<file path="config.mk">
export PLATFORM = sky130hd
export DESIGN_NAME = fp_to_int_cvt
export DESIGN_NICKNAME = d
export VERILOG_FILES = /design/src/rtl/fp_to_int_cvt.sv
export SDC_FILE = /design/constraint.sdc
export NUM_CORES = 1
export LEC_CHECK = 0
export ABC_AREA = 1
export BUFFER_PORTS_ARGS = -buffer_cell sky130_fd_sc_hd__buf_4
export CORE_MARGIN = 2
export CORE_UTILIZATION = 40
export CTS_CLUSTER_DIAMETER = 80
export DETAILED_ROUTE_END_ITERATION = 12
export RECOVER_POWER = 100
export SLEW_MARGIN = 20
export SYNTH_ARGS = -nofsm -noshare
export SYNTH_HDL_FRONTEND = slang
export SYNTH_SLANG_ARGS = --single-unit
</file>
<file path="constraint.sdc">
create_clock -name clk -period 9.7 [get_ports clk]
set_input_delay 0 -clock clk [delete_from_list [all_inputs] [get_ports clk]]
set_output_delay 0 -clock clk [all_outputs]
set_load 0.005 [all_outputs]
</file>
<file path="src/rtl/fp_to_int_cvt.sv">
// fp_to_int_cvt
//
// Iterative IEEE-754 single-precision to integer converter (RISC-V
// FCVT.W/WU.S, and FCVT.L/LU.S when INT_W=64). Supports signed and unsigned
// targets, RNE/RTZ/RDN/RUP/RMM rounding (rm 5-7 behave as RTZ), saturation
// and the NV/NX flags. The operand is aligned by a multi-cycle shifter that
// moves up to STEP bit positions per cycle.
//
// Parameters:
//   INT_W  integer result width, 32 or 64
//   STEP   maximum shift distance per SHIFT cycle, power of two in 1..32
//
// Ports:
//   clk        clock
//   rst        synchronous active-high reset
//   in_valid   operand valid
//   in_ready   converter idle and able to accept an operand
//   in_a       single-precision operand
//   in_signed  1 = signed target, 0 = unsigned target
//   in_rm      rounding mode
//   out_valid  result valid, held until out_ready
//   out_ready  consumer accepts the result
//   out_z      integer result
//   out_flags  {NV, DZ, OF, UF, NX}; DZ/OF/UF are always 0
module fp_to_int_cvt #(
    parameter int unsigned INT_W = 32,
    parameter int unsigned STEP  = 1
) (
    input  logic             clk,
    input  logic             rst,
    input  logic             in_valid,
    output logic             in_ready,
    input  logic [31:0]      in_a,
    input  logic             in_signed,
    input  logic [2:0]       in_rm,
    output logic             out_valid,
    input  logic             out_ready,
    output logic [INT_W-1:0] out_z,
    output logic [4:0]       out_flags
);

    // Magnitude carries one extra bit so a rounding carry is never lost.
    localparam int unsigned       MW      = INT_W + 1;
    // Magnitude plus guard bit, shifted as one vector on right shifts.
    localparam int unsigned       EW      = INT_W + 2;
    localparam logic [6:0]        STEP_N  = 7'(STEP);
    localparam logic signed [9:0] INT_W_S = 10'(INT_W);
    localparam logic [4:0]        FLAG_NV = 5'b10000;
    localparam logic [4:0]        FLAG_NX = 5'b00001;

    typedef enum logic [2:0] {
        StIdle,
        StClassify,
        StShift,
        StRound,
        StOut
    } state_t;

    state_t           r_state;
    logic [31:0]      r_a;
    logic             r_is_signed;
    logic [2:0]       r_rm;
    logic             r_sign;
    logic [MW-1:0]    r_mag;
    logic             r_g;
    logic             r_st;
    logic [6:0]       r_n;
    logic             r_left;
    logic             r_out_valid;
    logic [INT_W-1:0] r_z;
    logic [4:0]       r_flags;

    // ------------------------------------------------------------------
    // Classification of the captured operand
    // ------------------------------------------------------------------
    logic [7:0]        w_exp;
    logic [22:0]       w_frac;
    logic              w_sign;
    logic signed [9:0] w_e;
    logic signed [9:0] w_rdist;
    logic [23:0]       w_m;
    logic              w_is_zero;
    logic              w_is_nan;
    logic              w_too_big;
    logic              w_left;
    logic [6:0]        w_n_cls;
    logic [INT_W-1:0]  w_max_val;
    logic [INT_W-1:0]  w_min_val;

    assign w_exp  = r_a[30:23];
    assign w_frac = r_a[22:0];
    assign w_sign = r_a[31];

    always_comb begin
        // Subnormals use e=-126 with a zero hidden bit.
        w_e       = (w_exp == 8'd0) ? -10'sd126 : $signed({2'b00, w_exp}) - 10'sd127;
        w_m       = {(w_exp != 8'd0), w_frac};
        w_is_zero = (w_exp == 8'd0) && (w_frac == 23'd0);
        w_is_nan  = (w_exp == 8'hFF) && (w_frac != 23'd0);
        // Infinity has e=128 and therefore falls in here as well.
        w_too_big = (w_e >= INT_W_S);
        w_left    = (w_e >= 10'sd23);
        w_rdist   = 10'sd23 - w_e;
        if (w_left) begin
            w_n_cls = 7'(w_e - 10'sd23);
        end else if (w_rdist > 10'sd25) begin
            // 25 positions push every magnitude bit past the guard bit.
            w_n_cls = 7'd25;
        end else begin
            w_n_cls = 7'(w_rdist);
        end
    end

    assign w_max_val = r_is_signed ? {1'b0, {(INT_W-1){1'b1}}} : {INT_W{1'b1}};
    assign w_min_val = r_is_signed ? {1'b1, {(INT_W-1){1'b0}}} : {INT_W{1'b0}};

    // ------------------------------------------------------------------
    // Shifter step
    // ------------------------------------------------------------------
    logic [6:0]    w_amt;
    logic [EW-1:0] w_ext;
    logic [EW-1:0] w_ext_sh;
    logic          w_lost;
    logic [MW-1:0] w_mag_left;

    always_comb begin
        w_amt      = (r_n > STEP_N) ? STEP_N : r_n;
        w_ext      = {r_mag, r_g};
        w_ext_sh   = w_ext >> w_amt;
        // Bits falling off the bottom of {mag, g} collapse into sticky.
        w_lost     = |(w_ext & ~({EW{1'b1}} << w_amt));
        w_mag_left = r_mag << w_amt;
    end

    // ------------------------------------------------------------------
    // Rounding and range check
    // ------------------------------------------------------------------
    logic             w_inc;
    logic [MW-1:0]    w_rmag;
    logic [INT_W-1:0] w_rmag_lo;
    logic             w_nx;
    logic [INT_W-1:0] w_rz;
    logic [4:0]       w_rflags;
    logic [MW-1:0]    w_pos_lim;
    logic [MW-1:0]    w_neg_lim;

    assign w_pos_lim = {2'b00, {(INT_W-1){1'b1}}};
    assign w_neg_lim = {2'b01, {(INT_W-1){1'b0}}};

    always_comb begin
        case (r_rm)
            3'd0:    w_inc = r_g & (r_st | r_mag[0]);
            3'd2:    w_inc = r_sign & (r_g | r_st);
            3'd3:    w_inc = ~r_sign & (r_g | r_st);
            3'd4:    w_inc = r_g;
            default: w_inc = 1'b0;
        endcase
        w_rmag    = r_mag + {{(MW-1){1'b0}}, w_inc};
        w_rmag_lo = w_rmag[INT_W-1:0];
        w_nx      = r_g | r_st;

        w_rz     = '0;
        w_rflags = '0;
        if (r_is_signed) begin
            if (!r_sign && (w_rmag > w_pos_lim)) begin
                w_rz     = w_max_val;
                w_rflags = FLAG_NV;
            end else if (r_sign && (w_rmag > w_neg_lim)) begin
                w_rz     = w_min_val;
                w_rflags = FLAG_NV;
            end else begin
                w_rz     = r_sign ? -w_rmag_lo : w_rmag_lo;
                w_rflags = w_nx ? FLAG_NX : 5'b0;
            end
        end else begin
            if (r_sign) begin
                // Any nonzero negative magnitude is out of range.
                w_rz     = '0;
                w_rflags = (w_rmag != '0) ? FLAG_NV : (w_nx ? FLAG_NX : 5'b0);
            end else if (w_rmag[INT_W]) begin
                w_rz     = w_max_val;
                w_rflags = FLAG_NV;
            end else begin
                w_rz     = w_rmag_lo;
                w_rflags = w_nx ? FLAG_NX : 5'b0;
            end
        end
    end

    // ------------------------------------------------------------------
    // Control FSM and registered outputs
    // ------------------------------------------------------------------
    always_ff @(posedge clk) begin
        if (rst) begin
            r_state     <= StIdle;
            r_a         <= '0;
            r_is_signed <= 1'b0;
            r_rm        <= '0;
            r_sign      <= 1'b0;
            r_mag       <= '0;
            r_g         <= 1'b0;
            r_st        <= 1'b0;
            r_n         <= '0;
            r_left      <= 1'b0;
            r_out_valid <= 1'b0;
            r_z         <= '0;
            r_flags     <= '0;
        end else begin
            unique case (r_state)
                StIdle: begin
                    if (in_valid) begin
                        r_a         <= in_a;
                        r_is_signed <= in_signed;
                        r_rm        <= in_rm;
                        r_state     <= StClassify;
                    end
                end
                StClassify: begin
                    r_sign <= w_sign;
                    r_g    <= 1'b0;
                    r_st   <= 1'b0;
                    if (w_is_zero) begin
                        r_z         <= '0;
                        r_flags     <= '0;
                        r_out_valid <= 1'b1;
                        r_state     <= StOut;
                    end else if (w_is_nan || (w_too_big && !w_sign)) begin
                        r_z         <= w_max_val;
                        r_flags     <= FLAG_NV;
                        r_out_valid <= 1'b1;
                        r_state     <= StOut;
                    end else if (w_too_big) begin
                        r_z         <= w_min_val;
                        r_flags     <= FLAG_NV;
                        r_out_valid <= 1'b1;
                        r_state     <= StOut;
                    end else begin
                        r_mag   <= MW'(w_m);
                        r_n     <= w_n_cls;
                        r_left  <= w_left;
                        r_state <= (w_n_cls == 7'd0) ? StRound : StShift;
                    end
                end
                StShift: begin
                    if (r_left) begin
                        r_mag <= w_mag_left;
                    end else begin
                        {r_mag, r_g} <= w_ext_sh;
                        r_st         <= r_st | w_lost;
                    end
                    r_n <= r_n - w_amt;
                    if (r_n == w_amt) begin
                        r_state <= StRound;
                    end
                end
                StRound: begin
                    r_z         <= w_rz;
                    r_flags     <= w_rflags;
                    r_out_valid <= 1'b1;
                    r_state     <= StOut;
                end
                StOut: begin
                    if (out_ready) begin
                        r_out_valid <= 1'b0;
                        r_state     <= StIdle;
                    end
                end
                default: r_state <= StIdle;
            endcase
        end
    end

    assign in_ready  = (r_state == StIdle) && !rst;
    assign out_valid = r_out_valid;
    assign out_z     = r_z;
    assign out_flags = r_flags;

endmodule

</file>
==> results.json <==
{
  "yosys.area.top_type_share": 0.2564,
  "drv_cap": 4,
  "synth.top_cells.by_count": "nand2_1, o21ai_0, inv_1",
  "area_delta_synth_final_pct": 17.63,
  "root_buffer": "clkbuf_16",
  "crit_slowest_cell": "clkbuf_1",
  "status": "complete, but fails checks",
  "cts_tree": "built",
  "multi_input_area_sq_um": 5857,
  "fp.dieH_microns": 155.8,
  "fin_crit_sh": 0.7064,
  "async_reset_ff_frac": 0,
  "gp_congestion": 0.9457,
  "postPlaceCellArea_sq_um": 9852,
  "die_area_sq_um": 24260,
  "cp-end-kind": "flip-flop",
  "drv_slew": 264,
  "min-delay-start": "in_valid",
  "layout.cells.non_filler": 1940,
  "vdd_drop_max_mv": 0.1657,
  "ys_seq_area_frac": 0.2564,
  "fmax_mhz": 145.9,
  "antenna_found_initial": 0,
  "drt_first_pass_iters": 5,
  "drt-initial-drc-count": 919,
  "dieWidth_microns": 155.8,
  "ys_top_cells_by_area": "dfxtp_1, nand2_1, o21ai_0, nand3_1, a21oi_1",
  "seqCellArea_sq_um": 2362,
  "drcViolationCount": 0,
  "power_density_nw_per_um2": 321.8,
  "arrival_ns": 7.20,
  "synth.most_common_cell": "nand2_1",
  "hold_depth": 5,
  "rsz0062_at_grt": "no",
  "p_leak_nw": 4.837,
  "ys_types": 43,
  "critPathBufInv": 3,
  "r2r-end": "out_z[19]",
  "ys_seq_elements": 118,
  "grt_start_max_net_pins": 100,
  "post_cts_buffers": 0,
  "ant_nets": 0,
  "hold_class": "input pin to flip-flop",
  "yosysTopAreaCell": "dfxtp_1",
  "path_delay_family": "simple AND/OR/NAND/NOR gates",
  "min_delay_worst_endpoint": "r_state[0]",
  "worstPathRequired_ns": 10.05,
  "ys_warn_count": 0,
  "setup.worst_path.start_class": "flip-flop",
  "dp_cells": 1864,
  "hold_viol": 0,
  "crit_fanout": 44,
  "r2r_setup_slack_ns": 2.85,
  "crit_path_frequent_cell": "nand2_1",
  "avgRoutedWirePerCell_microns": 16.68,
  "io_buffers": 75,
  "vias": 10500,
  "design_area_sq_um": 10840,
  "clk_pin_slew_ns": 0.06,
  "grt_overflow": 0,
  "fill_cells": 2420,
  "initial_utilization": 0.4070,
  "routed_via_density": 5.411,
  "first_global_vias": 9825,
  "grt_use_total": 0.2698,
  "drive_gt1_frac": 0.1202,
  "cts_inserted_buffers": 17,
  "syn_area_sq_um": 9214,
  "period_needed_ns": 6.852,
  "tns_ns": 0,
  "clock_path_buffers": 2,
  "syn_area_per_cell_sq_um": 5.854,
  "rows": 55,
  "synth_flop_cell": "dfxtp_1",
  "slew_headroom": -1.435,
  "worstSkewPairLatency_ns": 0.43,
  "cts-htree-levels": 4,
  "fin_worst_skew_ns": 0.01536,
  "cts.sinks": 118,
  "r2r_start": "r_sign",
  "critPathKind": "flip-flop to flip-flop",
  "crit_path_max_incr_delay_ns": 1.42,
  "reg2reg_depth": 25,
  "totalWireLength_microns": 32360,
  "post_cts_resized": 0,
  "grt_pass1_wl_microns": 51740,
  "synth_edf_count": 0,
  "setup_violations": 0,
  "core_sq_um": 22640,
  "final_nets": 1695,
  "holdBufCountCts": 44,
  "antennaDiodeCount": 0,
  "io_pins": 79,
  "violations": "capacitance limit, slew limit",
  "syn_inst": 1574,
  "hpwl_microns": 23690,
  "tightestPinTransition_ns": 3.653
}
[worst reg2reg max path, delay by kind of cell (launching register included)]
family | cells | cell delay, ns
and+or+nand+nor | 18 | 3.42
AOI/OAI and AO/OA | 2 | 0.20
adders and majority gates | 2 | 0.61
buffers and inverters | 3 | 2.24
DFF | 1 | 0.30
[kinds of logic (layout without fill, tap and decap cells)]
logic type      count (synthesis)  in the layout  share of synthesized area
xor+xnor                       17             17                    0.01616
flops                         118            118                     0.2564
buf+inv                       246            325                     0.1093
other cells                     1              3                  0.0004070
simple gates                  824            824                     0.3906
compound gates                355            355                     0.2095
fa+ha+maj                      13             13                    0.01765
[registers in the layout (all words and copies together) (netlist names)]
| name | flops |
|---|---|
| r_rm | 3 |
| out_flags | 2 |
| r_mag | 33 |
| r_g | 1 |
| out_z | 32 |
| r_left | 1 |
| out_valid | 1 |
| r_st | 1 |
| r_a | 32 |
| r_is_signed | 1 |
| r_state | 3 |
| r_sign | 1 |
| r_n | 7 |
[per-layer routing]
metal | track usage | vias to the layer above | routed length (microns)
li1 | - | 5293 | -
met1 | 0.3558 | 4875 | 14620
met2 | 0.4686 | 284 | 15750
met3 | 0.03306 | 45 | 1466
met4 | 0.06684 | 0 | 525
met5 | 0 | - | 0
[where the power goes]
group	leakage, nW	internal (mW)	switching, mW
clock network	0.287	0.386	0.252
logic	3.58	0.651	1.37
registers	0.970	0.662	0.166
[layout make-up]
cell class                      instances  share of cell area
Clock inverter                         14             0.01397
Inverter                              163             0.05645
Tap cell                              285             0.03290
Multi-Input combinational cell       1212              0.5404
Sequential cell                       118              0.2180
Clock buffer                           18             0.04052
Timing Repair Buffer                  130             0.09778
[stage by stage]
step / utilization / hold WS, ns / setup slack (ns) / power (mW)
after CTS: 0.4807 / 0.03374 / 4.951 / 3.483
final: 0.4787 / 0.03663 / 2.848 / 3.487
after detailed placement: 0.4351 / 0.2868 / 4.950 / 2.812
after global routing: 0.4787 / 0.09154 / 2.230 / 3.818
after floorplan: - / 0.1933 / 6.400 / 2.236
after global placement: 0.4351 / 0.2778 / 5.118 / 2.797
[how the worst max path moves through the flow]
stage	from	endpoint	slack (ns)	cells after the start
floorplan	r_sign	out_z[12]	6.40	27
global placement	r_sign	out_z[19]	5.12	25
detailed placement	r_sign	out_z[19]	4.95	25
CTS	r_sign	out_z[19]	4.95	25
global route	r_sign	out_z[19]	2.23	25
finish	r_sign	out_z[19]	2.85	25
[placed cells by master, fill, tap and decap left out, types with 4 or more instances in the layout]
cell,netlist,final
clkbuf_16,0,17
nand3_2,4,4
o21ai_0,182,184
inv_2,10,10
nor2_1,148,145
nand4_1,21,21
nand2_2,30,30
nor2_2,20,23
nor3_1,16,15
nand3_1,115,115
o211ai_1,9,9
dlygate4sd3_1,0,44
nor2_4,9,9
clkinv_1,4,5
clkbuf_1,57,7
inv_1,149,148
a221oi_1,4,4
o22ai_1,9,9
o31ai_1,4,4
a21oi_2,5,5
a21oi_1,113,113
xnor2_1,5,5
dfxtp_1,118,118
nand2_1,446,447
o2111ai_1,14,14
ha_1,13,13
xor2_1,12,12
buf_4,6,44
a31oi_1,4,4
clkinv_4,0,5
clkbuf_4,0,35
Note: power is estimated with default switching activity, not from simulation.
